--- config.mk ---
export PLATFORM = sky130hd
export DESIGN_NAME = nios_system_pio_edge_flat
export DESIGN_NICKNAME = d
export VERILOG_FILES = /design/src/rtl/nios_system_pio_edge_if.sv /design/src/rtl/nios_system_pio_edge.sv /design/src/flat_wrapper.sv
export SDC_FILE = /design/constraint.sdc
export NUM_CORES = 1
export LEC_CHECK = 0
export CAP_MARGIN = 20
export CORE_ASPECT_RATIO = 0.9
export CORE_MARGIN = 5
export CORE_UTILIZATION = 50
export CTS_BUF_LIST = sky130_fd_sc_hd__clkbuf_4
export CTS_CLUSTER_DIAMETER = 40
export CTS_CLUSTER_SIZE = 25
export DETAILED_ROUTE_END_ITERATION = 8
export GPL_TIMING_DRIVEN = 0
export PLACE_DENSITY = 0.84
export SLEW_MARGIN = 20
export SYNTH_ARGS = -nofsm -noshare
export SYNTH_HDL_FRONTEND = slang
export SYNTH_SLANG_ARGS = --single-unit
--- constraint.sdc ---
create_clock -name clk -period 3.1 [get_ports clk]
set_input_delay 0.465 -clock clk [delete_from_list [all_inputs] [get_ports clk]]
set_output_delay 0.465 -clock clk [all_outputs]
set_load 0.005 [all_outputs]
--- src/rtl/nios_system_pio_edge_if.sv ---
// Avalon-MM slave port bundle for the edge-capturing PIO.
// The interconnect drives master; the PIO takes slave.
interface nios_system_pio_edge_if;
  logic [2:0]  address;
  logic        chipselect;
  logic        read_n;
  logic        write_n;
  logic [31:0] writedata;
  logic [31:0] readdata;

  modport master (
    output address,
    output chipselect,
    output read_n,
    output write_n,
    output writedata,
    input  readdata
  );

  modport slave (
    input  address,
    input  chipselect,
    input  read_n,
    input  write_n,
    input  writedata,
    output readdata
  );
endinterface

--- src/rtl/nios_system_pio_edge.sv ---
// Avalon-MM parallel I/O: output register with set/clear,
// synchronised inputs, per-bit edge capture and masked irq.
module nios_system_pio_edge #(
  parameter int              WIDTH       = 8,
  parameter logic [WIDTH-1:0] RESET_VALUE = '0,
  parameter int              EDGE_TYPE   = 0
) (
  input  logic             clk,
  input  logic             reset,
  nios_system_pio_edge_if.slave bus,
  input  logic [WIDTH-1:0] in_port,
  output logic [WIDTH-1:0] out_port,
  output logic             irq
);

  localparam logic [2:0] A_DATA    = 3'd0;
  localparam logic [2:0] A_OUTREAD = 3'd1;
  localparam logic [2:0] A_IRQMASK = 3'd2;
  localparam logic [2:0] A_EDGECAP = 3'd3;
  localparam logic [2:0] A_OUTSET  = 3'd4;
  localparam logic [2:0] A_OUTCLR  = 3'd5;

  logic [WIDTH-1:0] out_q, out_d;
  logic [WIDTH-1:0] mask_q, mask_d;
  logic [WIDTH-1:0] cap_q, cap_d;
  logic [WIDTH-1:0] s1_q, s2_q, s3_q;
  logic [WIDTH-1:0] edge_det;
  logic [WIDTH-1:0] clr_mask;
  logic [WIDTH-1:0] wd;
  logic [WIDTH-1:0] rsel;
  logic [31:0]      rdata_q, rdata_d;
  logic [1:0]       arm_q, arm_d;
  logic             armed;
  logic             irq_q, irq_d;
  logic             wr_stb, rd_stb;

  assign wr_stb = bus.chipselect & ~bus.write_n;
  assign rd_stb = bus.chipselect & ~bus.read_n;
  assign wd     = bus.writedata[WIDTH-1:0];

  // Writedata bits above WIDTH are architecturally ignored.
  logic unused_wdata;
  assign unused_wdata = &{1'b0, bus.writedata};

  // Input synchroniser plus history flop for edge detection.
  always_ff @(posedge clk or posedge reset) begin
    if (reset) begin
      s1_q <= '0;
      s2_q <= '0;
      s3_q <= '0;
    end else begin
      s1_q <= in_port;
      s2_q <= s1_q;
      s3_q <= s2_q;
    end
  end

  // Edge polarity is fixed at elaboration.
  always_comb begin
    edge_det = '0;
    case (EDGE_TYPE)
      0:       edge_det = s2_q & ~s3_q;
      1:       edge_det = ~s2_q & s3_q;
      default: edge_det = s2_q ^ s3_q;
    endcase
  end

  // Capture stays disarmed until the sync chain has refilled
  // after reset, so stale reset zeros never look like edges.
  assign armed = (arm_q == 2'd3);
  assign arm_d = armed ? arm_q : arm_q + 2'd1;

  // Register writes: data/set/clear, mask, edge clear.
  always_comb begin
    out_d    = out_q;
    mask_d   = mask_q;
    clr_mask = '0;
    if (wr_stb) begin
      case (bus.address)
        A_DATA:    out_d    = wd;
        A_IRQMASK: mask_d   = wd;
        A_EDGECAP: clr_mask = wd;
        A_OUTSET:  out_d    = out_q | wd;
        A_OUTCLR:  out_d    = out_q & ~wd;
        default:   ;
      endcase
    end
  end

  // A fresh edge overrides a same-cycle clear so none is lost.
  always_comb begin
    cap_d = cap_q & ~clr_mask;
    if (armed) cap_d = cap_d | edge_det;
    irq_d = |(cap_d & mask_d);
  end

  // Read mux samples pre-write register values.
  always_comb begin
    rsel = '0;
    unique case (1'b1)
      bus.address == A_DATA:    rsel = s2_q;
      bus.address == A_OUTREAD: rsel = out_q;
      bus.address == A_IRQMASK: rsel = mask_q;
      bus.address == A_EDGECAP: rsel = cap_q;
      bus.address[2]:           rsel = '0;
    endcase
    rdata_d = rd_stb ? 32'(rsel) : rdata_q;
  end

  // Architectural state, read data and registered irq.
  always_ff @(posedge clk or posedge reset) begin
    if (reset) begin
      out_q   <= RESET_VALUE;
      mask_q  <= '0;
      cap_q   <= '0;
      arm_q   <= '0;
      irq_q   <= 1'b0;
      rdata_q <= '0;
    end else begin
      out_q   <= out_d;
      mask_q  <= mask_d;
      cap_q   <= cap_d;
      arm_q   <= arm_d;
      irq_q   <= irq_d;
      rdata_q <= rdata_d;
    end
  end

  assign out_port     = out_q;
  assign irq          = irq_q;
  assign bus.readdata = rdata_q;

endmodule

--- src/flat_wrapper.sv ---
// flat-port wrapper written by rule: the top's interface ports become plain ports
module nios_system_pio_edge_flat 
#(
  parameter int              WIDTH       = 8,
  parameter logic [WIDTH-1:0] RESET_VALUE = '0,
  parameter int              EDGE_TYPE   = 0
)
  (clk, reset, in_port, out_port, irq, bus_address, bus_chipselect, bus_read_n, bus_write_n, bus_writedata, bus_readdata);
  nios_system_pio_edge_if bus_i ();
  input  logic clk;
  input  logic reset;
  input  logic [WIDTH-1:0] in_port;
  output logic [WIDTH-1:0] out_port;
  output logic irq;
  input wire logic [$bits(bus_i.address)-1:0] bus_address;
  input wire logic [$bits(bus_i.chipselect)-1:0] bus_chipselect;
  input wire logic [$bits(bus_i.read_n)-1:0] bus_read_n;
  input wire logic [$bits(bus_i.write_n)-1:0] bus_write_n;
  input wire logic [$bits(bus_i.writedata)-1:0] bus_writedata;
  output wire logic [$bits(bus_i.readdata)-1:0] bus_readdata;
  assign bus_i.address = bus_address;
  assign bus_i.chipselect = bus_chipselect;
  assign bus_i.read_n = bus_read_n;
  assign bus_i.write_n = bus_write_n;
  assign bus_i.writedata = bus_writedata;
  assign bus_readdata = bus_i.readdata;
  nios_system_pio_edge #(.WIDTH(WIDTH), .RESET_VALUE(RESET_VALUE), .EDGE_TYPE(EDGE_TYPE)) u_core (.clk(clk), .reset(reset), .bus(bus_i), .in_port(in_port), .out_port(out_port), .irq(irq));
endmodule
* Word level (Yosys, flattened, before mapping)
Index checks and enable logic that the tools add are counted.
** Storage, ports and cells
- Bits in registers :: 59
** Cells by class
- $add $sub $neg :: 1
- Reductions and logical operators :: 4
- Bitwise logic cells :: 13
- Muxes and demuxes :: 7
- Equal/unequal tests :: 6
** Operators with widths (number)
- two-way mux 8 bit :: 5
- one-hot mux 8 bit (5 select lines) :: 1
- bitwise AND 8 bit :: 4
- NOT 8 bit :: 3
- one-hot mux 8 bit (3 select lines) :: 1
- bitwise OR 8 bit :: 2
- OR reduction 8 bit :: 1
- == test 3 x 2 -> 1 bit, second input constant :: 2
- == test 3 bit, second input constant :: 2
- == test 3 x 1 -> 1 bit, second input constant :: 1
- logical NOT 3 bit :: 1
- nonzero test 3 bit :: 1
- adder 2 x 1 -> 2 bit, second input constant :: 1
- bitwise AND 1 bit :: 2
- == test 2 bit, second input constant :: 1
- NOT 1 bit :: 2
- AND reduction 2 bit :: 1

* Logic depth before layout (Yosys ltp)
- Word-level depth :: 9
- Mapped depth :: 7

* Worst setup path before layout
Ideal clock, no wire load.
- Path type :: input to register
- Start :: input bus_address[2]
- End :: register u_core.irq_q (netlist: u_core.irq)
- Path buffers :: 2
- Stages :: 7
- Data required time :: 2.965 ns
- Setup time :: 0.135 ns
- Arrival :: 1.633 ns
- Path slack :: 1.332 ns
- Path through :: buf_6 -> nand4bb_4 -> buf_6 -> nor2_8 -> mux2_4 -> a22oi_2 -> nand4_1
** Between the ends
- Elaborated cells on any way between the ends :: 12
** RTL lines
- from (decl) :: RTL line flat_wrapper.sv:15 : input wire logic [$bits(bus_i.address)-1:0] bus_address;
- == test 3 x 2 -> 1 bit :: RTL line nios_system_pio_edge.sv:79 : case (bus.address)
- two-way mux 8 bit :: RTL line nios_system_pio_edge.sv:79
- two-way mux 8 bit :: RTL line nios_system_pio_edge.sv:78 : if (wr_stb) begin
- named net u_core.mask_d[3] :: RTL line nios_system_pio_edge.sv:24 : logic [WIDTH-1:0] mask_q, mask_d;
- bitwise AND 8 bit :: RTL line nios_system_pio_edge.sv:94 : irq_d = |(cap_d & mask_d);
- OR reduction 8 bit :: RTL line nios_system_pio_edge.sv:94
- named net u_core.irq_d :: RTL line nios_system_pio_edge.sv:34 : logic irq_q, irq_d;
- to (signal assigned) :: RTL line nios_system_pio_edge.sv:124 : irq_q <= irq_d;
- to (decl) :: RTL line nios_system_pio_edge.sv:34
The timed path passes the listed nets, and every way through them passes these cells.
A chain may end at the register's enable or synchronous reset.

* Final worst setup path
- Start :: input bus_address[0]
- End :: register u_core.rdata_q[6] (netlist: u_core.bus.readdata[6])
** Between the ends
- Longest elaborated chain between the ends :: 2
- Elaborated cells on any way between the ends :: 5
** RTL lines
- == test 3 x 2 -> 1 bit, or another cell as far along :: RTL line nios_system_pio_edge.sv:104 : bus.address == A_EDGECAP: rsel = cap_q;
- one-hot mux 8 bit (5 select lines) (*) :: RTL line nios_system_pio_edge.sv:100 : unique case (1'b1)
- to (signal assigned) :: RTL line nios_system_pio_edge.sv:125 : rdata_q <= rdata_d;
- to (decl) :: RTL line nios_system_pio_edge.sv:31 : logic [31:0] rdata_q, rdata_d;
Every way passes the cells marked *; elsewhere a longest branch is shown, timed or not.

==> out/metrics.yaml <==
synth_common_cells: "dfrtp_1, o21ai_1, nand2_1"
area_growth_pct: 28.90
max_cap_violations: 0
final_util_pct: 67.43
yosysWarnings: 0
worstSetupPathType: "in2reg"
cts_hold_buf: 0
ys_seq_area_share_pct: 57.31
worstPathCellList: "clkdlybuf4s50_1, buf_6, mux2_1, a22oi_1, nor2_1, a21oi_1, o21ai_1"
start_util_pct: 52.31
place_ws_ns: 0.7642
drc: 0
synth_area_leader_cell: "dfrtp_1"
io_pins: 89
cts_root_buf: "clkbuf_4"
required_ns: 3.38
fin_tns_setup_ns: 0
powerDensity_nw_per_um2: 583.4
avgSynthCellArea_um2: 12.15
max_freq_mhz: 519.6
dp_hpwl_um: 3924
critical_path_peak_fanout: 10
rows: 24
cp-end-kind: "register"
wl_per_cell_um: 15.67
tightest_slew_ns: 0.6927
outcome: "finished clean"
grt_pass1_wl_um: 9204
synth-async-reset-ratio_pct: 100.0
die-area_um2: 6690
viasPerCell: 5.023
hp-class: "reg2reg"
final_hold_viol_count: 0
startpoint_type: "primary input"
synth_area_leaders: "dfrtp_1, buf_4, o21ai_1, mux2_4, nand2_1"
cp_slowest_stage_delay_ns: 0.62
hold_ws_ns: 0.3559
dpl_cell_area_um2: 3137
antenna_found_initial: 0
grt-ovfl-total: 0
antennaDiodeCount: 0
cts_tree: "yes"
portBuffers: 39
die_w_um: 85.67
drt_first_iter_violations: 85
finalClockSkew_ns: 0.01375
fin_ws_ns: 1.176
ant_nets: 0
cts.sinks: 59
synth_edf_count: 0
min_period_over_period_pct: 62.08
finalCriticalPeriod_ns: 1.924
crit_start: "bus_address[0]"
synth_area_um2: 2576
crit_buf_inv: 2
h-tree-depth: 3
synth_ff_type: "dfrtp_1"
slew_headroom_pct: 53.82
worstSkewPairLatency_ns: 0.40
clk_pin_slew_ns: 0.10
slew_violations: 0
cp_slowest_cell: "clkdlybuf4s50_1"
die_h_um: 78.10
rr_startpoint: "u_core.arm_q[0]$_DFFE_PP0P_"
routed_wl_um: 5563
cts_buffers: 9
postCtsSetupBuffers: 0
cts.repair.resized: 0
ys_types: 31
finalSetupViolCount: 0
arrival_ns: 2.20
design_area_um2: 3321
yosys.area.top_type_share_pct: 57.31
fill_cells: 397
r2r_setup_slack_ns: 1.51
cts_max_path_buffers: 2
gp_congestion: 0.8580
grt_pass1_vias: 1881
grt_usage_pct: 18.07
synth-seq-cells: 59
synth_cells: 212
leakagePower_nw: 1.476
peakVddDrop_mv: 0.3956
drive_above_1_share_pct: 21.72
drtPass1Iterations: 4
yosysMostFrequentCell: "dfrtp_1"
min-delay-start: "u_core.s1_q[7]$_DFF_PP0_"
grt_max_degree: 60
vias: 1783
core_um2: 4925
rsz0062_at_grt: "no"
nNetsFinal: 334
critPathTopFamily: "buffers and inverters"
-- through the flow --
step | instances | power (mW)
floorplan | 235 | 1.091
global placement | 339 | 1.235
detailed placement | 339 | 1.245
CTS | 355 | 1.949
global route | 355 | 2.027
finish | 355 | 1.937
-- power by group --
group | total [mW] | internal, mW | leakage [nW] | switching [mW]
logic | 0.339 | 0.200 | 0.708 | 0.139
clock network | 0.702 | 0.405 | 0.0858 | 0.297
registers | 0.897 | 0.847 | 0.683 | 0.0495
total | 1.94 | 1.45 | 1.48 | 0.486
-- cells by family after synthesis --
kind of cell / after synthesis / share of synthesized area (%)
multiplexers: 17 / 9.034
AO/OA/AOI/OAI: 58 / 14.38
XOR/XNOR: 1 / 0.3400
buffers and inverters: 34 / 9.761
adder cells (fa/ha/maj): 1 / 0.4856
other: 1 / 0.1456
flip-flops: 59 / 57.31
AND/OR/NAND/NOR: 41 / 8.549
-- path summary, 6_finish.rpt --
| check | depth (start not counted) | to |
|---|---|---|
| setup / recovery | 7 | u_core.bus.readdata[6]$_DFFE_PP0P_ |
| hold / removal | 0 | u_core.s2_q[7]$_DFF_PP0_ |
| setup reg to reg | 6 | u_core.irq$_DFF_PP0_ |
| hold reg to reg | 0 | u_core.s2_q[7]$_DFF_PP0_ |
| max in group asynchronous | 2 | u_core.out_port[6]$_DFFE_PP0P_ |
| min in group asynchronous | 2 | u_core.s1_q[1]$_DFF_PP0_ |
-- registers in the layout (all words and copies together), names as in the netlist --
| register | cells |
|---|---|
| u_core.arm_q | 2 |
| u_core.bus.readdata | 8 |
| u_core.cap_q | 8 |
| u_core.irq | 1 |
| u_core.mask_q | 8 |
| u_core.out_port | 8 |
| u_core.s1_q | 8 |
| u_core.s2_q | 8 |
| u_core.s3_q | 8 |
-- cell type report --
cell class	instances	area [um2]	area share, %
Buffer	32	244.0	7.347
Tap cell	65	81.33	2.449
Inverter	2	10.01	0.3014
Sequential cell	59	1476	44.46
Multi-Input combinational cell	142	934.6	28.15
Timing Repair Buffer	39	390.4	11.76
Clock buffer	9	67.56	2.035
Clock inverter	7	116.4	3.504
-- per-layer routing --
metal  global-route usage [%]  share of wire [%]  vias up
met5                        0                  0        -
met2                    26.55                 46       67
met4                    9.177                2.1        0
met1                    24.28                 45      854
met3                    5.550                7.0       15
li1                         -                  -      847
-- placed cells by master, fill, tap and decap left out, types with 4 or more instances in the layout --
cell / n
dfrtp_1: 59
clkdlybuf4s50_1: 39
o21ai_1: 27
nand2_1: 25
buf_4: 24
conb_1: 24
clkbuf_4: 9
a22oi_1: 8
a22o_1: 8
mux2_4: 8
mux2_1: 7
nor2_1: 7
a21oi_1: 7
o21ai_0: 4
Note: power is estimated with default switching activity, not from simulation.
